--- src/rtl/mem_arbiter.sv ---
// rtl/mem_arbiter.sv - icache/dcache memory arbiter with tag owner table (optional ARB_STARVE_GUARD_EN)
module mem_arbiter #(
    parameter int STARVE_LIMIT = 4
) (
    input  logic        clock,
    input  logic        reset,
    input  logic [1:0]  proc2Imem_command,
    input  logic [63:0] proc2Imem_addr,
    input  logic [1:0]  proc2Dmem_command,
    input  logic [63:0] proc2Dmem_addr,
    input  logic [63:0] proc2Dmem_data,
    output logic [3:0]  Imem2proc_response,
    output logic [63:0] Imem2proc_data,
    output logic [3:0]  Imem2proc_tag,
    output logic [3:0]  Dmem2proc_response,
    output logic [63:0] Dmem2proc_data,
    output logic [3:0]  Dmem2proc_tag,
    output logic [1:0]  proc2mem_command,
    output logic [63:0] proc2mem_addr,
    output logic [63:0] proc2mem_data,
    input  logic [3:0]  mem2proc_response,
    input  logic [63:0] mem2proc_data,
    input  logic [3:0]  mem2proc_tag,
    output logic [3:0]  I_outstanding,
    output logic [3:0]  D_outstanding,
    output logic        orphan_tag
);
    localparam logic [1:0] BUS_NONE = 2'd0;
    localparam logic [1:0] BUS_LOAD = 2'd1;

    if (STARVE_LIMIT < 1 || STARVE_LIMIT > 255) begin : g_bad_limit
        $error("mem_arbiter: STARVE_LIMIT must be in 1..255");
    end

    logic        i_req, d_req, grant_i, grant_d;
    logic        alloc, comp;
    logic [15:0] valid_q, valid_d, owner_q, owner_d;   // owner bit 1 = dcache
    logic [3:0]  i_cnt_d, d_cnt_d;
    logic        orphan_d;

    // Both requests are gated by reset so every combinational output reads 0 while held.
    assign i_req = reset && (proc2Imem_command != BUS_NONE);
    assign d_req = reset && (proc2Dmem_command != BUS_NONE);

`ifdef ARB_STARVE_GUARD_EN
    logic [7:0] starve_q, starve_d;
    logic       force_i;

    assign force_i = i_req && (starve_q >= 8'(STARVE_LIMIT));
    assign grant_i = i_req && (!d_req || force_i);

    always_comb begin
        starve_d = starve_q;
        if (!i_req || force_i || (grant_i && mem2proc_response != 4'd0))
            starve_d = 8'd0;
        else if (starve_q < 8'(STARVE_LIMIT))
            starve_d = starve_q + 8'd1;
    end

    always_ff @(posedge clock or negedge reset) begin
        if (!reset) starve_q <= 8'd0;
        else        starve_q <= starve_d;
    end
`else
    assign grant_i = i_req && !d_req;
`endif
    assign grant_d = d_req && !grant_i;

    always_comb begin
        proc2mem_command = BUS_NONE;
        proc2mem_addr    = 64'd0;
        proc2mem_data    = 64'd0;
        if (grant_d) begin
            proc2mem_command = proc2Dmem_command;
            proc2mem_addr    = proc2Dmem_addr;
            proc2mem_data    = proc2Dmem_data;
        end else if (grant_i) begin
            proc2mem_command = proc2Imem_command;
            proc2mem_addr    = proc2Imem_addr;
        end
    end

    assign Imem2proc_response = grant_i ? mem2proc_response : 4'd0;
    assign Dmem2proc_response = grant_d ? mem2proc_response : 4'd0;

    // Stores never come back with data, so they never own a tag.
    assign alloc = (proc2mem_command == BUS_LOAD) && (mem2proc_response != 4'd0);
    assign comp  = reset && (mem2proc_tag != 4'd0);

    always_comb begin
        Imem2proc_tag  = 4'd0;
        Imem2proc_data = 64'd0;
        Dmem2proc_tag  = 4'd0;
        Dmem2proc_data = 64'd0;
        if (comp && valid_q[mem2proc_tag]) begin
            if (owner_q[mem2proc_tag]) begin
                Dmem2proc_tag  = mem2proc_tag;
                Dmem2proc_data = mem2proc_data;
            end else begin
                Imem2proc_tag  = mem2proc_tag;
                Imem2proc_data = mem2proc_data;
            end
        end
    end

    // Completion is retired before allocation so a same-cycle reuse of a tag installs the new owner.
    always_comb begin
        valid_d  = valid_q;
        owner_d  = owner_q;
        orphan_d = 1'b0;
        if (comp) begin
            if (valid_q[mem2proc_tag]) valid_d[mem2proc_tag] = 1'b0;
            else                       orphan_d = 1'b1;
        end
        if (alloc) begin
            if (valid_d[mem2proc_response]) orphan_d = 1'b1;
            valid_d[mem2proc_response] = 1'b1;
            owner_d[mem2proc_response] = grant_d;
        end
        valid_d[0] = 1'b0;
        owner_d[0] = 1'b0;
        i_cnt_d = 4'd0;
        d_cnt_d = 4'd0;
        for (int k = 1; k < 16; k++) begin
            if (valid_d[k]) begin
                if (owner_d[k]) d_cnt_d = d_cnt_d + 4'd1;
                else            i_cnt_d = i_cnt_d + 4'd1;
            end
        end
    end

    always_ff @(posedge clock or negedge reset) begin
        if (!reset) begin
            valid_q       <= 16'd0;
            owner_q       <= 16'd0;
            I_outstanding <= 4'd0;
            D_outstanding <= 4'd0;
            orphan_tag    <= 1'b0;
        end else begin
            valid_q       <= valid_d;
            owner_q       <= owner_d;
            I_outstanding <= i_cnt_d;
            D_outstanding <= d_cnt_d;
            orphan_tag    <= orphan_d;
        end
    end
endmodule

--- config.mk ---
export PLATFORM = sky130hd
export DESIGN_NAME = mem_arbiter
export DESIGN_NICKNAME = d
export VERILOG_FILES = /design/src/rtl/mem_arbiter.sv
export SDC_FILE = /design/constraint.sdc
export NUM_CORES = 1
export LEC_CHECK = 0
export ABC_CLOCK_PERIOD_IN_PS = 7850
export CORE_AREA = 2 2 215 217
export DETAILED_ROUTE_END_ITERATION = 10
export DIE_AREA = 0 0 217 219
export HOLD_SLACK_MARGIN = 0.03
export SETUP_SLACK_MARGIN = 0.5
export SYNTH_ARGS = -nofsm -noshare
export SYNTH_HDL_FRONTEND = slang
export SYNTH_SLANG_ARGS = --single-unit
--- constraint.sdc ---
create_clock -name clock -period 7.85 [get_ports clock]
set_input_delay 1.57 -clock clock [delete_from_list [all_inputs] [get_ports clock]]
set_output_delay 1.57 -clock clock [all_outputs]
set_load 0.02 [all_outputs]
==> results_dict.tcl, run 1 <==
set metrics [dict create \
    setup_slack_ns -1.35 \
    synth_nets 1279 \
    rsz0062_at_grt "true" \
    totalWireLength_mm 59.8 \
    drive_above_1_share_pct 21.0 \
    hold_buffers 0 \
    r2r_slack_ns -0.07 \
    first_pass_iters 5 \
    path_class "primary input to flop" \
    grt_pass1_vias 10500 \
    finalHoldViolCount 0 \
    violations "negative setup slack" \
    viasPerCell 4.66 \
    yosys-top-cells-count "and2_1, nand2_1, a22o_1, xnor2_1, o21ai_0" \
    relSlewSlack_pct 28.9 \
    clock_sinks 39 \
    synth.most_common_cell "and2_1" \
    synth-edff-count 0 \
    critPathArrivalTime_ns 9.37 \
    antenna_found_initial 17 \
    hpwlAfterDp_mm 51.2 \
    path_max_fanout 6 \
    track_usage_pct 23.7 \
    crit_slowest_cell "ha_1" \
    die_h_um 219 \
    endpoint "D_outstanding[3]" \
    required_ns 8.02 \
    crit_start "mem2proc_tag[1]" \
    clk_latency_ns 0.29 \
    grt_overflow_total 0 \
    core_mm2 0.0451 \
    fmax_mhz 109 \
    seq_area_frac_synth_pct 12.7 \
    total_power_uw 3320 \
    syn_area_per_cell_um2 7.80 \
    synthFlopType "dfrtp_1" \
    clk_path_buf_depth 2 \
    r2r_start "valid_q[1]" \
    utilization_pct 35.6 \
    status "finished with violations" \
    fin_skew_ns 0.00680 \
    yosysWarnings 0 \
    syn_area_mm2 0.00767 \
    total_leakage_power_uw 0.00648 \
    gp_congestion 0.946 \
    ir_drop_uv 205 \
    rows 78 \
    worst_slew_pin_slew_ns 1.07 \
    tns_ns -7.84 \
    worstHoldPathType "flop to flop" \
    critPathLaunchType "primary input" \
    grt_max_degree 121 \
    synthToLayoutAreaGrowth_pct 109 \
    via_count 10700 \
    cts_tree "built" \
    dieArea_mm2 0.0475 \
    yosys.area.top_type_share_pct 17.1 \
    slowest_delay_ns 0.34 \
    period_share_pct 117 \
    hold_ws_ns 0.539 \
    numCtsBuffers 5 \
    setup_viol 6 \
    drc_errors 0 \
    htree_levels 2 \
    die_w_um 217 \
    hp-start "owner_q[1]" \
    drv_slew 0 \
    drtIter0Drc 807 \
    yosys.area.top_type "and2_1" \
    initial_core_util_pct 17.0 \
    syn_inst 983 \
    synth.distinct_cells 87 \
    nNetsFinal 1989 \
    clk_pin_slew_ns 0.07 \
    grt_pass1_wl_mm 79.5 \
    powerDensity_mw_per_mm2 207 \
    clockRootBuffer "clkbuf_16" \
    ant_nets 0 \
    end_kind "flop" \
    wl_per_cell_um 25.9 \
    yosys_register_bits 39 \
    async_flop_share_pct 100 \
    synth.area.top_cells "and2_1, dfrtp_1, a22o_1" \
    r2r_cells 43 \
    portBuffers 552 \
    period_minus_slack_ns 9.20 \
    r2r-end "I_outstanding[3]" \
    ios 553 \
    drv_cap 0 \
]
==> per-layer routing <==
metal  GRT usage [%]  vias to the layer above  share of wire [%]
met5               0                        -                  0
li1                -                     4935                  -
met1            28.0                     5211                 39
met2            36.1                      529                 43
met4            4.82                        0                2.2
met3            15.0                       53                 16
==> flip-flops by register name, indices dropped and copies added, names as in the netlist <==
name	flops
D_outstanding	4
I_outstanding	4
orphan_tag	1
owner_q	15
valid_q	15
==> layout make-up <==
type / instances / area [um2]
fill: 4687 / 29000
timing repair buffer: 766 / 7180
multi-input combinational: 856 / 6850
sequential: 39 / 976
tap: 600 / 751
clock buffer: 5 / 125
inverter: 25 / 98.8
clock inverter: 3 / 47.5
antenna: 9 / 22.5
==> cell usage in the layout, fill, tap and decap left out, types with 5 or more instances in the layout <==
cell             synthesis  layout
o2111ai_1                5       5
a21oi_1                 22      21
nor2_1                  32      30
a22o_1                  64      64
buf_4                    2     205
o21ai_1                  5       7
mux2i_1                 11       9
o22ai_1                  9       8
clkbuf_16                0       5
xnor2_4                  5       7
inv_1                   21      19
dfrtp_1                 39      39
o21ai_0                 45      39
mux2i_4                  2       5
ha_4                     0      13
buf_6                    2       8
and3_1                   5       5
diode_2                  0       9
nand3_1                 28      27
nor2b_1                 12       8
o211ai_1                20      20
xnor2_1                 55      45
ha_1                    26      12
mux2_2                   8       6
nor3_1                  17      17
xor2_1                  23      21
clkdlybuf4s50_1          0     539
nand2b_1                12      11
and2_1                 210     210
a31oi_1                 12      11
mux4_2                  12      12
o31ai_1                 10       9
nand2_1                106     101
xnor2_2                  5      13
==> cell families after synthesis <==
family / count (synthesis) / share of synthesized area, %
DFF: 39 / 12.7
xor gates and xnor gates: 96 / 14.1
and+or+nand+nor: 447 / 32.0
AOI/OAI and AO/OA: 250 / 24.6
adders and majority gates: 26 / 4.24
buffers and inverters: 88 / 4.81
muxes: 37 / 7.46
==> worst min path at each step <==
stage | to | slack (ns) | cells past startpoint
final | owner_q[1] | 0.54 | 2
after global routing | owner_q[6] | 0.58 | 2
after CTS | owner_q[1] | 0.54 | 2
after detailed placement | owner_q[1] | 0.53 | 2
after global placement | owner_q[8] | 0.52 | 2
after floorplan | owner_q[11] | 0.49 | 2
==> report_power, final <==
part           leakage, uW  internal, uW  switching [uW]  total (uW)
Sequential        0.000502           247            28.6         275
Combinational      0.00589          1450            1350        2800
Clock            0.0000845           152            92.2         244
==> critical path, delay by kind of cell <==
family | cells | cell delay, ns
adder cells (fa/ha/maj) | 7 | 1.80
AO/OA/AOI/OAI | 9 | 1.60
AND/OR/NAND/NOR | 11 | 1.56
XOR/XNOR | 8 | 1.35
buffers and inverters | 6 | 0.87
multiplexers | 3 | 0.61
==> through the flow <==
step | instances | setup WS [ns] | instance area, um2
2_1_floorplan | 983 | -1.53 | 7840
4_1_cts | 2281 | -1.30 | 15800
3_5_place_dp | 2244 | -2.10 | 15200
5_1_grt | 2299 | -1.92 | 16000
6_report | 2303 | -1.35 | 16000
3_3_place_gp | 2244 | -2.00 | 15200
==> repair_timing <==
action                                  in CTS  in global routing
endpoints found under the setup margin       6                  6
pin swaps                                   44                 47
setup buffers                               29                 13
resized for setup                           66                 34
endpoints found under the hold margin        0                  0
Note: power is estimated with default switching activity, not from simulation.
==> run 2, diff against run 1 <==
- TNS_END_PERCENT: unset -> 1
==> run 2 against run 1 <==
The flow still finishes with violations (negative setup slack). Utilization is 0.12 points lower. Clock power is 8.2% lower. Design area is 0.34% lower. Die area stayed put. Total power is 3.8% lower. Critical path type unchanged. Critical endpoint is now I_outstanding[3]. Highest routed layer is now met5.
==> results_dict.tcl, run 2 (synthesis gave the netlist of run 1 again) <==
set metrics [dict create \
    status "finished with violations" \
    violations "negative setup slack" \
    pwr-share-seq_pct 8.6 \
    fin_skew_ns 0.00362 \
    ir_drop_uv 152 \
    total_leakage_power_uw 0.00647 \
    drv_slew 0 \
    track_usage_pct 20.3 \
    relSlewSlack_pct 35.0 \
    p_sw_share_pct 43.7 \
    drc_errors 0 \
    p_switching_uw 1400 \
    rows 78 \
    nNetsFinal 1989 \
    hold_buffers 0 \
    powerDensity_mw_per_mm2 200 \
    final_cell_mix "clkdlybuf4s50_1, and2_1, buf_4" \
    ios 553 \
    portBuffers 552 \
    setup_slack_ns -1.33 \
    antenna_found_initial 21 \
    via_count 10500 \
    hpwlAfterDp_mm 43.2 \
    cts_tree "built" \
    end_kind "flop" \
    final.fill_count 4609 \
    fmax_mhz 109 \
    wl_per_cell_um 22.4 \
    clk_pin_slew_ns 0.06 \
    drtIter0Drc 612 \
    period_share_pct 117 \
    utilization_pct 35.5 \
    period_minus_slack_ns 9.18 \
    initial_core_util_pct 17.0 \
    final_common_cell "clkdlybuf4s50_1" \
    clockRootBuffer "clkbuf_16" \
    totalWireLength_mm 51.5 \
    crit_slowest_cell "a311o_1" \
    ant_nets 0 \
    clk_path_buf_depth 2 \
    slowest_delay_ns 0.32 \
    required_ns 8.02 \
    dieArea_mm2 0.0475 \
    drv_cap 0 \
    critPathLaunchType "primary input" \
    hold_ws_ns 0.552 \
    dp.cells 2247 \
    seq_area_um2 976 \
    path_max_fanout 4 \
    grt_max_degree 94 \
    cp_common_cell "ha_4" \
    numCtsBuffers 5 \
    htree_levels 2 \
    critPathArrivalTime_ns 9.36 \
    p_comb_share_pct 84.3 \
    rsz0062_at_grt "true" \
    finalHoldViolCount 0 \
    p_int_uw 1800 \
    core_mm2 0.0451 \
    gp_congestion 0.978 \
    grt_pass1_wl_mm 70.6 \
    setup_viol 6 \
    grt_overflow_total 0 \
    die_h_um 219 \
    power.share.clock_pct 7.0 \
    multi_input_area_mm2 0.00683 \
    drive_above_1_share_pct 21.0 \
    design_area_mm2 0.0160 \
    viasPerCell 4.55 \
    die_w_um 217 \
    clock_sinks 39 \
    grt_pass1_vias 9994 \
    place_area_mm2 0.0152 \
    clk_latency_ns 0.30 \
    synthToLayoutAreaGrowth_pct 108 \
    worstHoldPathType "flop to flop" \
    path_class "primary input to flop" \
    first_pass_iters 5 \
    worst_slew_pin_slew_ns 0.974 \
    largest_registers "owner_q: 15 flops, valid_q: 15 flops" \
    final_cells 2302 \
]
## run 2: timing repair
action / 4_1_cts / 5_1_grt
pin swaps: 43 / 46
gates resized for setup: 48 / 48
setup buffers: 27 / 12
setup endpoints to repair: 6 / 6
cloned: 0 / 0
## run 2: final timing paths
| check | start | end | slack (ns) | cells after the start |
|---|---|---|---|---|
| max in group asynchronous | reset | owner_q[11] | 6.11 | 3 |
| min in group asynchronous | reset | owner_q[6] | 1.40 | 2 |
| min | owner_q[11] | owner_q[11] | 0.55 | 2 |
| min reg2reg | owner_q[11] | owner_q[11] | 0.55 | 2 |
| max reg2reg | owner_q[1] | I_outstanding[3] | 0.02 | 45 |
| max | mem2proc_response[1] | I_outstanding[3] | -1.33 | 49 |
## run 2: through the flow
stage | TNS (ns) | setup WS [ns] | power (uW)
4_1_cts | -7.74 | -1.35 | 2960
3_5_place_dp | -12.72 | -2.24 | 2560
6_report | -7.14 | -1.33 | 3190
3_3_place_gp | -11.28 | -1.94 | 2510
2_1_floorplan | -8.69 | -1.53 | 1620
5_1_grt | -9.62 | -1.72 | 3410
## run 2: power groups by stage
| stage | Sequential [uW] | Clock (uW) | Combinational (uW) |
|---|---|---|---|
| detailed placement | 276 | 0 | 2290 |
| CTS | 275 | 226 | 2460 |
| global placement | 279 | 0 | 2230 |
| floorplan | 286 | 0 | 1340 |
| global route | 281 | 235 | 2890 |
| finish | 276 | 224 | 2690 |
## run 2: final cells by class
type                       instances  share of cell area [%]
antenna                            8                   0.125
clock buffer                       6                   0.869
inverter                          25                   0.618
clock inverter                     2                  0.0861
timing repair buffer             766                    44.8
tap                              600                    4.70
multi-input combinational        856                    42.7
sequential                        39                    6.10
## run 2: critical path, delay by kind of cell
family | cells | cell delay, ns
AO/OA/AOI/OAI | 13 | 2.21
adder cells (fa/ha/maj) | 7 | 1.84
XOR/XNOR | 7 | 1.14
buffers and inverters | 8 | 0.98
multiplexers | 6 | 0.92
AND/OR/NAND/NOR | 8 | 0.70
## run 2: layer usage
layer	up-vias	track usage, %	wire (um)
li1	4928	-	-
met1	5043	26.3	21800
met2	431	35.2	25600
met3	64	3.74	3230
met4	4	3.54	775
met5	-	0	27
